$ cat config.mk
export PLATFORM = sky130hd
export DESIGN_NAME = seq_alu
export DESIGN_NICKNAME = d
export VERILOG_FILES = /design/src/rtl/seq_alu.sv
export SDC_FILE = /design/constraint.sdc
export NUM_CORES = 2
export LEC_CHECK = 0
export CAP_MARGIN = 20
export CORE_MARGIN = 3
export CORE_UTILIZATION = 40
export CTS_BUF_LIST = sky130_fd_sc_hd__clkbuf_16
export CTS_CLUSTER_SIZE = 12
export DETAILED_ROUTE_END_ITERATION = 12
export PLACE_DENSITY_LB_ADDON = 0.15
export SYNTH_ARGS = -nofsm -noshare
export SYNTH_HDL_FRONTEND = slang
export SYNTH_SLANG_ARGS = --single-unit
$ cat constraint.sdc
create_clock -name clock -period 4.4 [get_ports clock]
set_input_delay 0.44 -clock clock [delete_from_list [all_inputs] [get_ports clock]]
set_output_delay 0.44 -clock clock [all_outputs]
set_load 0.1 [all_outputs]
$ cat src/rtl/seq_alu.sv
// Purpose: multi-cycle ALU with Booth multiply and restoring divide, shared 5-bit opcode set.
// Latency: single-cycle ops done 1 cycle after accept; MUL/DIV done WIDTH+1 cycles after accept.
// Backpressure: start is accepted only in IDLE; busy stays high until done, starts meanwhile are dropped.
//
// Ports:
//   clock, clear        rising-edge clock, asynchronous active-low reset
//   start/op/ra/rb/branch  request; sampled only on an accepted start
//   busy, done          busy from the cycle after accept through done; done is a 1-cycle pulse
//   result_hi/lo        registered results, held until the next done
//   div_by_zero         updated with done; set only for DIV with rb == 0
module seq_alu #(
    parameter int WIDTH = 32,
    parameter int SHW   = $clog2(WIDTH)
) (
    input  logic             clock,
    input  logic             clear,
    input  logic             start,
    input  logic [4:0]       op,
    input  logic [WIDTH-1:0] ra,
    input  logic [WIDTH-1:0] rb,
    input  logic             branch,
    output logic             busy,
    output logic             done,
    output logic [WIDTH-1:0] result_hi,
    output logic [WIDTH-1:0] result_lo,
    output logic             div_by_zero
);

    localparam int CW = $clog2(WIDTH) + 1;
    localparam int AW = SHW + 1;

    localparam logic [1:0] S_IDLE = 2'd0;
    localparam logic [1:0] S_MUL  = 2'd1;
    localparam logic [1:0] S_DIV  = 2'd2;
    localparam logic [1:0] S_FIN  = 2'd3;

    localparam logic [4:0] OP_LOAD  = 5'b00000;
    localparam logic [4:0] OP_LOADI = 5'b00001;
    localparam logic [4:0] OP_STORE = 5'b00010;
    localparam logic [4:0] OP_ADD   = 5'b00011;
    localparam logic [4:0] OP_SUB   = 5'b00100;
    localparam logic [4:0] OP_AND   = 5'b00101;
    localparam logic [4:0] OP_OR    = 5'b00110;
    localparam logic [4:0] OP_ROR   = 5'b00111;
    localparam logic [4:0] OP_ROL   = 5'b01000;
    localparam logic [4:0] OP_SHR   = 5'b01001;
    localparam logic [4:0] OP_SHRA  = 5'b01010;
    localparam logic [4:0] OP_SHL   = 5'b01011;
    localparam logic [4:0] OP_ADDI  = 5'b01100;
    localparam logic [4:0] OP_ANDI  = 5'b01101;
    localparam logic [4:0] OP_ORI   = 5'b01110;
    localparam logic [4:0] OP_DIV   = 5'b01111;
    localparam logic [4:0] OP_MUL   = 5'b10000;
    localparam logic [4:0] OP_NEG   = 5'b10001;
    localparam logic [4:0] OP_NOT   = 5'b10010;
    localparam logic [4:0] OP_BR    = 5'b10011;
    localparam logic [4:0] OP_SHLA  = 5'b11111;

    logic [1:0]       state;
    logic [CW-1:0]    cnt;
    // Work registers shared by both iterative ops:
    //   MUL: a_reg = Booth accumulator (one guard bit), q_reg = multiplier, b_reg = multiplicand
    //   DIV: a_reg[WIDTH-1:0] = partial remainder, q_reg = dividend/quotient, b_reg = |divisor|
    logic [WIDTH:0]   a_reg;
    logic [WIDTH-1:0] q_reg;
    logic [WIDTH-1:0] b_reg;
    logic             q_m1;
    logic             neg_q;
    logic             neg_r;

    assign busy = (state != S_IDLE);
    assign done = (state == S_FIN);

    // ---------------- single-cycle datapath ----------------
    logic [SHW-1:0]   amt;
    logic [AW-1:0]    inv_amt;
    logic [WIDTH-1:0] sum_ab;
    logic [WIDTH-1:0] shl_v;
    logic [WIDTH-1:0] sra_v;
    logic [WIDTH-1:0] ror_v;
    logic [WIDTH-1:0] rol_v;
    logic [WIDTH-1:0] sc_hi;
    logic [WIDTH-1:0] sc_lo;

    assign amt     = rb[SHW-1:0];
    // Shifting by WIDTH yields zero, so rotate-by-0 degenerates cleanly to ra.
    assign inv_amt = AW'(WIDTH) - {1'b0, amt};
    assign sum_ab  = ra + rb;
    assign shl_v   = ra << amt;
    assign sra_v   = $signed(ra) >>> amt;
    assign ror_v   = (ra >> amt) | (ra << inv_amt);
    assign rol_v   = (ra << amt) | (ra >> inv_amt);

    always_comb begin
        sc_hi = '0;
        sc_lo = '0;
        case (op)
            OP_ADD, OP_ADDI, OP_LOAD, OP_LOADI, OP_STORE: sc_lo = sum_ab;
            OP_SUB:          sc_lo = ra - rb;
            OP_AND, OP_ANDI: sc_lo = ra & rb;
            OP_OR, OP_ORI:   sc_lo = ra | rb;
            OP_NEG:          sc_lo = -rb;
            OP_NOT:          sc_lo = ~rb;
            OP_SHR:          sc_lo = ra >> amt;
            OP_SHRA:         sc_lo = sra_v;
            OP_SHL:          sc_lo = shl_v;
            OP_SHLA:         sc_lo = {ra[WIDTH-1], shl_v[WIDTH-2:0]};
            OP_ROR:          sc_lo = ror_v;
            OP_ROL:          sc_lo = rol_v;
            OP_BR:           sc_lo = branch ? sum_ab : ra;
            // Only reaches the single-cycle path when rb == 0.
            OP_DIV: begin
                sc_lo = '1;
                sc_hi = ra;
            end
            default: begin
                sc_lo = '0;
                sc_hi = '0;
            end
        endcase
    end

    // ---------------- Booth step ----------------
    logic [WIDTH:0]   mcand_x;
    logic [WIDTH:0]   acc_sum;
    logic [WIDTH:0]   mul_a_nxt;
    logic [WIDTH-1:0] mul_q_nxt;

    assign mcand_x = {b_reg[WIDTH-1], b_reg};

    always_comb begin
        acc_sum = a_reg;
        case ({q_reg[0], q_m1})
            2'b01:   acc_sum = a_reg + mcand_x;
            2'b10:   acc_sum = a_reg - mcand_x;
            default: acc_sum = a_reg;
        endcase
    end

    // Arithmetic right shift of {acc, multiplier, q-1} by one.
    assign mul_a_nxt = {acc_sum[WIDTH], acc_sum[WIDTH:1]};
    assign mul_q_nxt = {acc_sum[0], q_reg[WIDTH-1:1]};

    // ---------------- restoring divide step ----------------
    logic [WIDTH-1:0] rem_sh;
    logic [WIDTH:0]   diff;
    logic [WIDTH-1:0] div_r_nxt;
    logic [WIDTH-1:0] div_q_nxt;
    logic [WIDTH-1:0] abs_a;
    logic [WIDTH-1:0] abs_b;

    // The remainder is always below the divisor magnitude (<= 2^(WIDTH-1)),
    // so its top bit is zero and can be dropped on the shift.
    assign rem_sh    = {a_reg[WIDTH-2:0], q_reg[WIDTH-1]};
    assign diff      = {1'b0, rem_sh} - {1'b0, b_reg};
    assign div_r_nxt = diff[WIDTH] ? rem_sh : diff[WIDTH-1:0];
    assign div_q_nxt = {q_reg[WIDTH-2:0], ~diff[WIDTH]};

    // Most-negative maps to 2^(WIDTH-1), which is representable unsigned.
    assign abs_a = ra[WIDTH-1] ? -ra : ra;
    assign abs_b = rb[WIDTH-1] ? -rb : rb;

    // ---------------- control + state ----------------
    always_ff @(posedge clock or negedge clear) begin
        if (!clear) begin
            state       <= S_IDLE;
            cnt         <= '0;
            a_reg       <= '0;
            q_reg       <= '0;
            b_reg       <= '0;
            q_m1        <= 1'b0;
            neg_q       <= 1'b0;
            neg_r       <= 1'b0;
            result_hi   <= '0;
            result_lo   <= '0;
            div_by_zero <= 1'b0;
        end else begin
            case (state)
                S_IDLE: begin
                    if (start) begin
                        if (op == OP_MUL) begin
                            a_reg <= '0;
                            q_reg <= rb;
                            b_reg <= ra;
                            q_m1  <= 1'b0;
                            cnt   <= CW'(WIDTH);
                            state <= S_MUL;
                        end else if (op == OP_DIV && rb != '0) begin
                            a_reg <= '0;
                            q_reg <= abs_a;
                            b_reg <= abs_b;
                            neg_q <= ra[WIDTH-1] ^ rb[WIDTH-1];
                            neg_r <= ra[WIDTH-1];
                            cnt   <= CW'(WIDTH);
                            state <= S_DIV;
                        end else begin
                            result_hi   <= sc_hi;
                            result_lo   <= sc_lo;
                            div_by_zero <= (op == OP_DIV);
                            state       <= S_FIN;
                        end
                    end
                end
                S_MUL: begin
                    a_reg <= mul_a_nxt;
                    q_reg <= mul_q_nxt;
                    q_m1  <= q_reg[0];
                    cnt   <= cnt - CW'(1);
                    if (cnt == CW'(1)) begin
                        result_hi   <= mul_a_nxt[WIDTH-1:0];
                        result_lo   <= mul_q_nxt;
                        div_by_zero <= 1'b0;
                        state       <= S_FIN;
                    end
                end
                S_DIV: begin
                    a_reg <= {1'b0, div_r_nxt};
                    q_reg <= div_q_nxt;
                    cnt   <= cnt - CW'(1);
                    if (cnt == CW'(1)) begin
                        result_lo   <= neg_q ? -div_q_nxt : div_q_nxt;
                        result_hi   <= neg_r ? -div_r_nxt : div_r_nxt;
                        div_by_zero <= 1'b0;
                        state       <= S_FIN;
                    end
                end
                S_FIN: begin
                    state <= S_IDLE;
                end
                default: begin
                    state <= S_IDLE;
                end
            endcase
        end
    end

endmodule

==> After elaboration in Yosys (flattened, before gate mapping) <==
Cells that the tools add are included.
{ "word_totals": {"ramBits": 0, "wordCells": 138, "register_bits": 173, "in_bits": 73, "memories": 0, "romBits": 0, "latchBits": 0, "output_inout_bits": 67} }
{ "classes": {"shift": 5, "magnitude_cmp": 0, "reduce_logical": 21, "n_bitwise": 8, "eq_ne": 34, "addsub": 11, "n_div": 0, "n_mux": 48, "n_mul": 0} }
{ "op_table": {"columns": ["cell", "count"], "rows": [
  ["32-bit 2-to-1 mux", 22],
  ["32-bit one-hot mux with 14 select lines", 1],
  ["32-bit one-hot mux with 3 select lines", 3],
  ["32-bit negation", 4],
  ["33-bit 2-to-1 mux", 3],
  ["33-bit one-hot mux with 3 select lines", 1],
  ["32-bit bitwise OR", 3],
  ["33-bit one-hot mux with 2 select lines", 1],
  ["5-bit by 4-bit == test with 1-bit output, second input constant", 8],
  ["33-bit adder", 1],
  ["32-bit by 32-bit subtractor with 33-bit output", 1],
  ["33-bit subtractor", 1],
  ["32-bit adder", 1],
  ["32-bit AND", 1],
  ["32-bit NOT", 1],
  ["32-bit nonzero test", 1],
  ["32-bit by 5-bit << shifter with 32-bit output", 1],
  ["32-bit by 6-bit << shifter with 32-bit output", 1],
  ["32-bit by 5-bit right shift with 32-bit output", 1],
  ["32-bit by 6-bit right shift with 32-bit output", 1],
  ["32-bit by 5-bit >>> shifter with 32-bit output", 1],
  ["32-bit subtractor", 1],
  ["5-bit == test, second input constant", 5],
  ["5-bit by 3-bit == test with 1-bit output, second input constant", 4],
  ["other kinds (30)", 59]
]} }

==> Longest topological paths before layout <==
{ "depth": {"word_depth": 8, "mapped_depth": 23, "ltp_nobuf": 20} }

==> Worst setup path after synthesis <==
No wires, ideal clock.
{ "synth_path": {"kind": "register -> register", "from": "register q_reg[31]", "to": "register result_hi[24]", "n_path_buf": 4, "setup_time_ns": 0.134, "t_arrival_ns": 4.757, "required_ns": 4.266, "slack_ns": -0.491, "path_stages_with_launch": 24, "period_less_slack_ns": 4.891, "cell_sequence": "dfrtp_1 > inv_1 > ha_1 > fa_1 > nand2b_1 > a21oi_2 > o2111ai_1 > a2111oi_4 > or2_1 > buf_4 > buf_6 > buf_2 > buf_2 > nand2_1 > o21ai_0 > ha_1 > nand3_1 > and4b_1 > a41oi_1 > nor3_2 > a31oi_1 > xnor2_1 > a221oi_1 > o21ai_0"} }
{ "synth_via": {"elab_chain_cells": 6} }
{ "synth_lines": {"columns": ["element", "line_no", "source"], "rows": [
  ["start, declared", "65", "logic [WIDTH-1:0] q_reg;"],
  ["start signal, assigned", "183", "q_reg <= rb;"],
  ["start signal, assigned", "190", "q_reg <= abs_a;"],
  ["start signal, assigned", "206", "q_reg <= mul_q_nxt;"],
  ["32-bit by 32-bit subtractor with 33-bit output", "155", "assign diff = {1'b0, rem_sh} - {1'b0, b_reg};"],
  ["32-bit 2-to-1 mux (*)", "156", "assign div_r_nxt = diff[WIDTH] ? rem_sh : diff[WIDTH-1:0];"],
  ["32-bit negation", "222", "result_hi <= neg_r ? -div_r_nxt : div_r_nxt;"],
  ["32-bit 2-to-1 mux (*)", "222", null],
  ["32-bit 2-to-1 mux (*)", "220", "if (cnt == CW'(1)) begin"],
  ["32-bit one-hot mux with 3 select lines (*)", "178", "case (state)"],
  ["end signal, assigned", "197", "result_hi <= sc_hi;"],
  ["end signal, assigned", "210", "result_hi <= mul_a_nxt[WIDTH-1:0];"],
  ["end signal, assigned", "222", null],
  ["end, declared", "24", "output logic [WIDTH-1:0] result_hi,"]
]} }
Every way passes the cells marked *; elsewhere a longest branch is shown, timed or not. The select of a mux whose other input is x is not followed.
A chain may end at the register's enable or synchronous reset.

==> Worst setup path after layout <==
{ "layout_path": {"from": "register b_reg[0]", "to": "register result_hi[28]"} }
{ "layout_via": {"elab_chain_cells": 6, "elab_cells_between_ends": 10, "classes_between": "add/sub: 4; mux: 6"} }
{ "layout_lines": {"columns": ["element", "line_no", "source"], "rows": [
  ["start, declared", "66", "logic [WIDTH-1:0] b_reg;"],
  ["start signal, assigned", "184", "b_reg <= ra;"],
  ["start signal, assigned", "191", "b_reg <= abs_b;"],
  ["32-bit by 32-bit subtractor with 33-bit output", "155", null],
  ["32-bit 2-to-1 mux", "156", null],
  ["32-bit negation", "222", null],
  ["32-bit 2-to-1 mux", "222", null],
  ["32-bit 2-to-1 mux", "220", null],
  ["32-bit one-hot mux with 3 select lines (*)", "178", null]
]} }
Marks and branches as above.

==> impl_metrics.py <==
metrics = {
    "run": {
        "max-cap-violations": 0,
    },
    "setup_path": {
        "crit_arrival_ns": 4.68,
        "crit_path_top_delay_cell": "dfrtp_1",
        "cp_max_fo": 7,
        "crit_required_ns": 4.80,
        "crit_family": "simple AND/OR/NAND/NOR gates",
        "slowest_delay_ns": 0.43,
        "end_kind": "flip-flop",
        "path_buf_inv": 1,
        "crit_type": "reg -> reg",
        "path_cells": "ha_2, fa_2, nand2b_4, a21oi_4, o2111ai_4, a2111oi_4, or2_4, nand2_1, o21ai_2, ha_2, nand3_1, and4b_2, a41oi_4, nor3_4, buf_6, a41oi_2, xor2_1, nand2_1, a41oi_2",
        "critPathLaunchType": "flip-flop",
    },
    "yosys": {
        "synth_area_per_cell_um2": 6.88,
        "yosysWarnings": 0,
        "netlist_area_um2": 29500,
        "synth_cell_types": 91,
        "ys_async_sr_fraction_pct": 100,
        "yosysTopAreaCell": "dfrtp_1",
        "ys_ff_latch": 173,
        "synth_top_area_share_pct": 14.7,
        "synth_fp_nets": 4543,
        "synth_edf_count": 0,
        "yosysSeqAreaShare_pct": 14.7,
        "ys_top_cells_by_area": "dfrtp_1 15%, ha_1 7.4%, nand2_1 7.3%, o21ai_0 7.1%, a21oi_1 7.1%",
        "synth-main-ff-cell": "dfrtp_1",
        "syn_inst": 4292,
    },
    "global_routing": {
        "grt_busiest_layer": "met2",
        "antenna_found_initial": 5,
        "grt_usage_pct": 42.8,
        "grtUsageMet2_pct": 70.5,
        "grtUsageMet1_pct": 53.0,
        "grt_pass1_wl_um": 246000,
        "first_global_vias": 36000,
        "met3_usage_pct": 5.26,
        "grt-ovfl-total": 0,
        "grt_max_degree": 110,
    },
    "power_and_ir_drop": {
        "power.density_nw_per_um2": 738,
        "power.leakage_nw": 16.1,
        "peakVddDrop_uv": 522,
    },
    "sta": {
        "drv_slew": 0,
        "relSlewSlack_pct": 16.9,
        "clock_skew_ns": 0.0204,
        "fin_crit_ns": 4.28,
        "hold_viol_final": 0,
        "finalSetupViolCount": 0,
        "finalSetupTns_ns": 0,
        "rsz0062_at_grt": "true",
        "worst_hold_slack_ns": 0.489,
        "max_freq_ghz": 0.234,
        "worst_slew_pin_slew_ns": 1.25,
        "fin_ws_ns": 0.121,
        "fin_crit_sh_pct": 97.3,
    },
    "cells_and_area": {
        "fin_area_um2": 37600,
        "largest_register_ffs": 33,
        "areaGrowthSynthToFinish_pct": 27.3,
        "layout-drive-gt1-share_pct": 20.1,
        "final_nets": 5065,
        "n_fill_cell": 7449,
        "final_util_pct": 51.5,
    },
    "routing": {
        "dr.pass1.iters": 8,
        "post_drt_via_cell_ratio": 6.49,
        "drc": 0,
        "routed_wl_um": 171000,
        "antenna_left": 0,
        "detail_route.wl_per_cell_um": 29.6,
        "dr_total_vias": 37600,
        "drt-initial-drc-count": 4331,
    },
    "floorplanning": {
        "io_pins": 140,
        "die-area_um2": 77200,
        "start_util_pct": 40.4,
        "rows": 99,
        "die_w_um": 278,
        "die_y_um": 278,
        "core_area_um2": 73100,
    },
    "cts": {
        "cts_tree": "done",
        "clk_latency_ns": 0.47,
        "cts_buffers": 17,
        "max-clock-path-buffers": 2,
        "htreeDepth": 4,
        "clock-root-buffer": "clkbuf_16",
        "clk_pin_slew_ns": 0.09,
        "cts.sinks": 173,
    },
    "placement": {
        "gp_congestion": 1.06,
        "port-buffer-count": 139,
        "place_ws_ns": -0.265,
        "placed_area_um2": 36500,
        "dp_hpwl_um": 139000,
    },
    "min_path": {
        "min_path_type": "reg -> reg",
    },
    "run_status": {
        "status": "finished clean",
    },
}
worst min-delay path, cell delays in order (launching register included):
cell	delay, ns
dfrtp_1	0.34
nand2_1	0.05
o21ai_0	0.06
power breakdown:
group | switching [mW] | total [mW] | internal [mW] | leakage (nW)
clock | 0.841 | 1.62 | 0.776 | 0.298
combinational | 14.5 | 23.2 | 8.69 | 13.5
sequential | 0.722 | 2.97 | 2.25 | 2.25
total | 16.1 | 27.8 | 11.7 | 16.1
final timing paths:
path	startpoint	end	slack (ns)	cells past startpoint
max in group asynchronous	clear	b_reg[8]	2.91	3
min reg2reg	result_hi[0]	result_hi[0]	0.49	2
max reg2reg	b_reg[0]	result_hi[28]	0.12	19
min	result_hi[0]	result_hi[0]	0.49	2
max	b_reg[0]	result_hi[28]	0.12	19
min in group asynchronous	clear	a_reg[31]	0.50	2
cell families (layout without fill, tap and decap cells):
kind of cell    after synthesis  count (layout)  share of synthesized area [%]
buf+inv                     514            1049                           6.70
mux                         178             178                           8.65
fa+ha+maj                   178             178                           7.64
simple gates               1452            1452                           21.7
xor+xnor                    233             233                           6.91
compound gates             1564            1564                           33.7
other cells                   0               1                              0
flops                       173             173                           14.7
stage by stage:
| stage | total power [mW] | std cells |
|---|---|---|
| 2_1_floorplan | 16.7 | 4292 |
| 3_3_place_gp | 24.7 | 5745 |
| 3_5_place_dp | 24.9 | 5745 |
| 4_1_cts | 26.6 | 5778 |
| 5_1_grt | 29.4 | 5786 |
| 6_report | 27.8 | 5787 |
repair_timing:
item                                    CTS  global route
pin swaps                                 2            44
endpoints found under the setup margin    8            26
hold buffers                              1             0
endpoints found under the hold margin    49             0
gates resized for setup                   6            86
buffers inserted                          0             8
area by class of cell:
class / count / area (um2) / area share [%]
Inverter: 161 / 606 / 1.61
Clock inverter: 15 / 191 / 0.509
Antenna cell: 1 / 2.50 / 0.00665
Sequential cell: 173 / 4330 / 11.5
Clock buffer: 17 / 425 / 1.13
Timing Repair Buffer: 856 / 7020 / 18.7
Tap cell: 959 / 1200 / 3.19
Multi-Input combinational cell: 3605 / 23800 / 63.4
synth_stat cells, types with 13 or more instances:
| master | count |
|---|---|
| nand4_1 | 32 |
| nor3_1 | 84 |
| clkbuf_1 | 279 |
| a21oi_1 | 420 |
| or2_2 | 17 |
| nor4_1 | 33 |
| o41ai_1 | 17 |
| buf_2 | 31 |
| and3_1 | 20 |
| o21ai_0 | 422 |
| o22ai_1 | 45 |
| nand3_1 | 84 |
| ha_1 | 174 |
| o211ai_1 | 34 |
| a211oi_1 | 94 |
| a211o_1 | 14 |
| nor2_1 | 455 |
| buf_1 | 41 |
| mux2i_1 | 99 |
| a21o_1 | 54 |
| nand2b_1 | 38 |
| mux2_2 | 19 |
| xor2_1 | 53 |
| a2111oi_0 | 13 |
| o221ai_1 | 47 |
| mux4_2 | 60 |
| o21bai_1 | 24 |
| o21a_1 | 17 |
| or3_1 | 34 |
| nand2_1 | 572 |
| and2_1 | 19 |
| o2111ai_1 | 13 |
| xnor2_1 | 180 |
| inv_1 | 153 |
| dfrtp_1 | 173 |
| o31ai_1 | 69 |
| nor2b_1 | 18 |
| a31oi_1 | 51 |
| a221oi_1 | 84 |
| a22oi_1 | 32 |
cells in the final DEF (no fill, tap or decap), drive strengths merged, types with 24 or more instances in the layout:
master / count
buf: 722
nand2: 572
nor2: 455
o21ai: 429
a21oi: 422
xnor2: 180
ha: 174
dfrtp: 173
inv: 162
clkdlybuf4s50: 132
mux2i: 99
a211oi: 94
nor3: 86
a221oi: 85
nand3: 84
o31ai: 70
mux4: 60
a21o: 54
xor2: 53
a31oi: 51
o221ai: 47
o22ai: 45
nand2b: 38
or3: 35
nor4: 35
o211ai: 34
nand4: 33
a22oi: 32
o21bai: 24
per-layer routing:
| metal | wire length [um] | up-vias |
|---|---|---|
| met1 | 66400 | 18100 |
| li1 | - | 16800 |
| met4 | 13100 | 4 |
| met3 | 13000 | 533 |
| met5 | 25 | - |
| met2 | 78700 | 2067 |
Note: power is estimated with default switching activity, not from simulation.
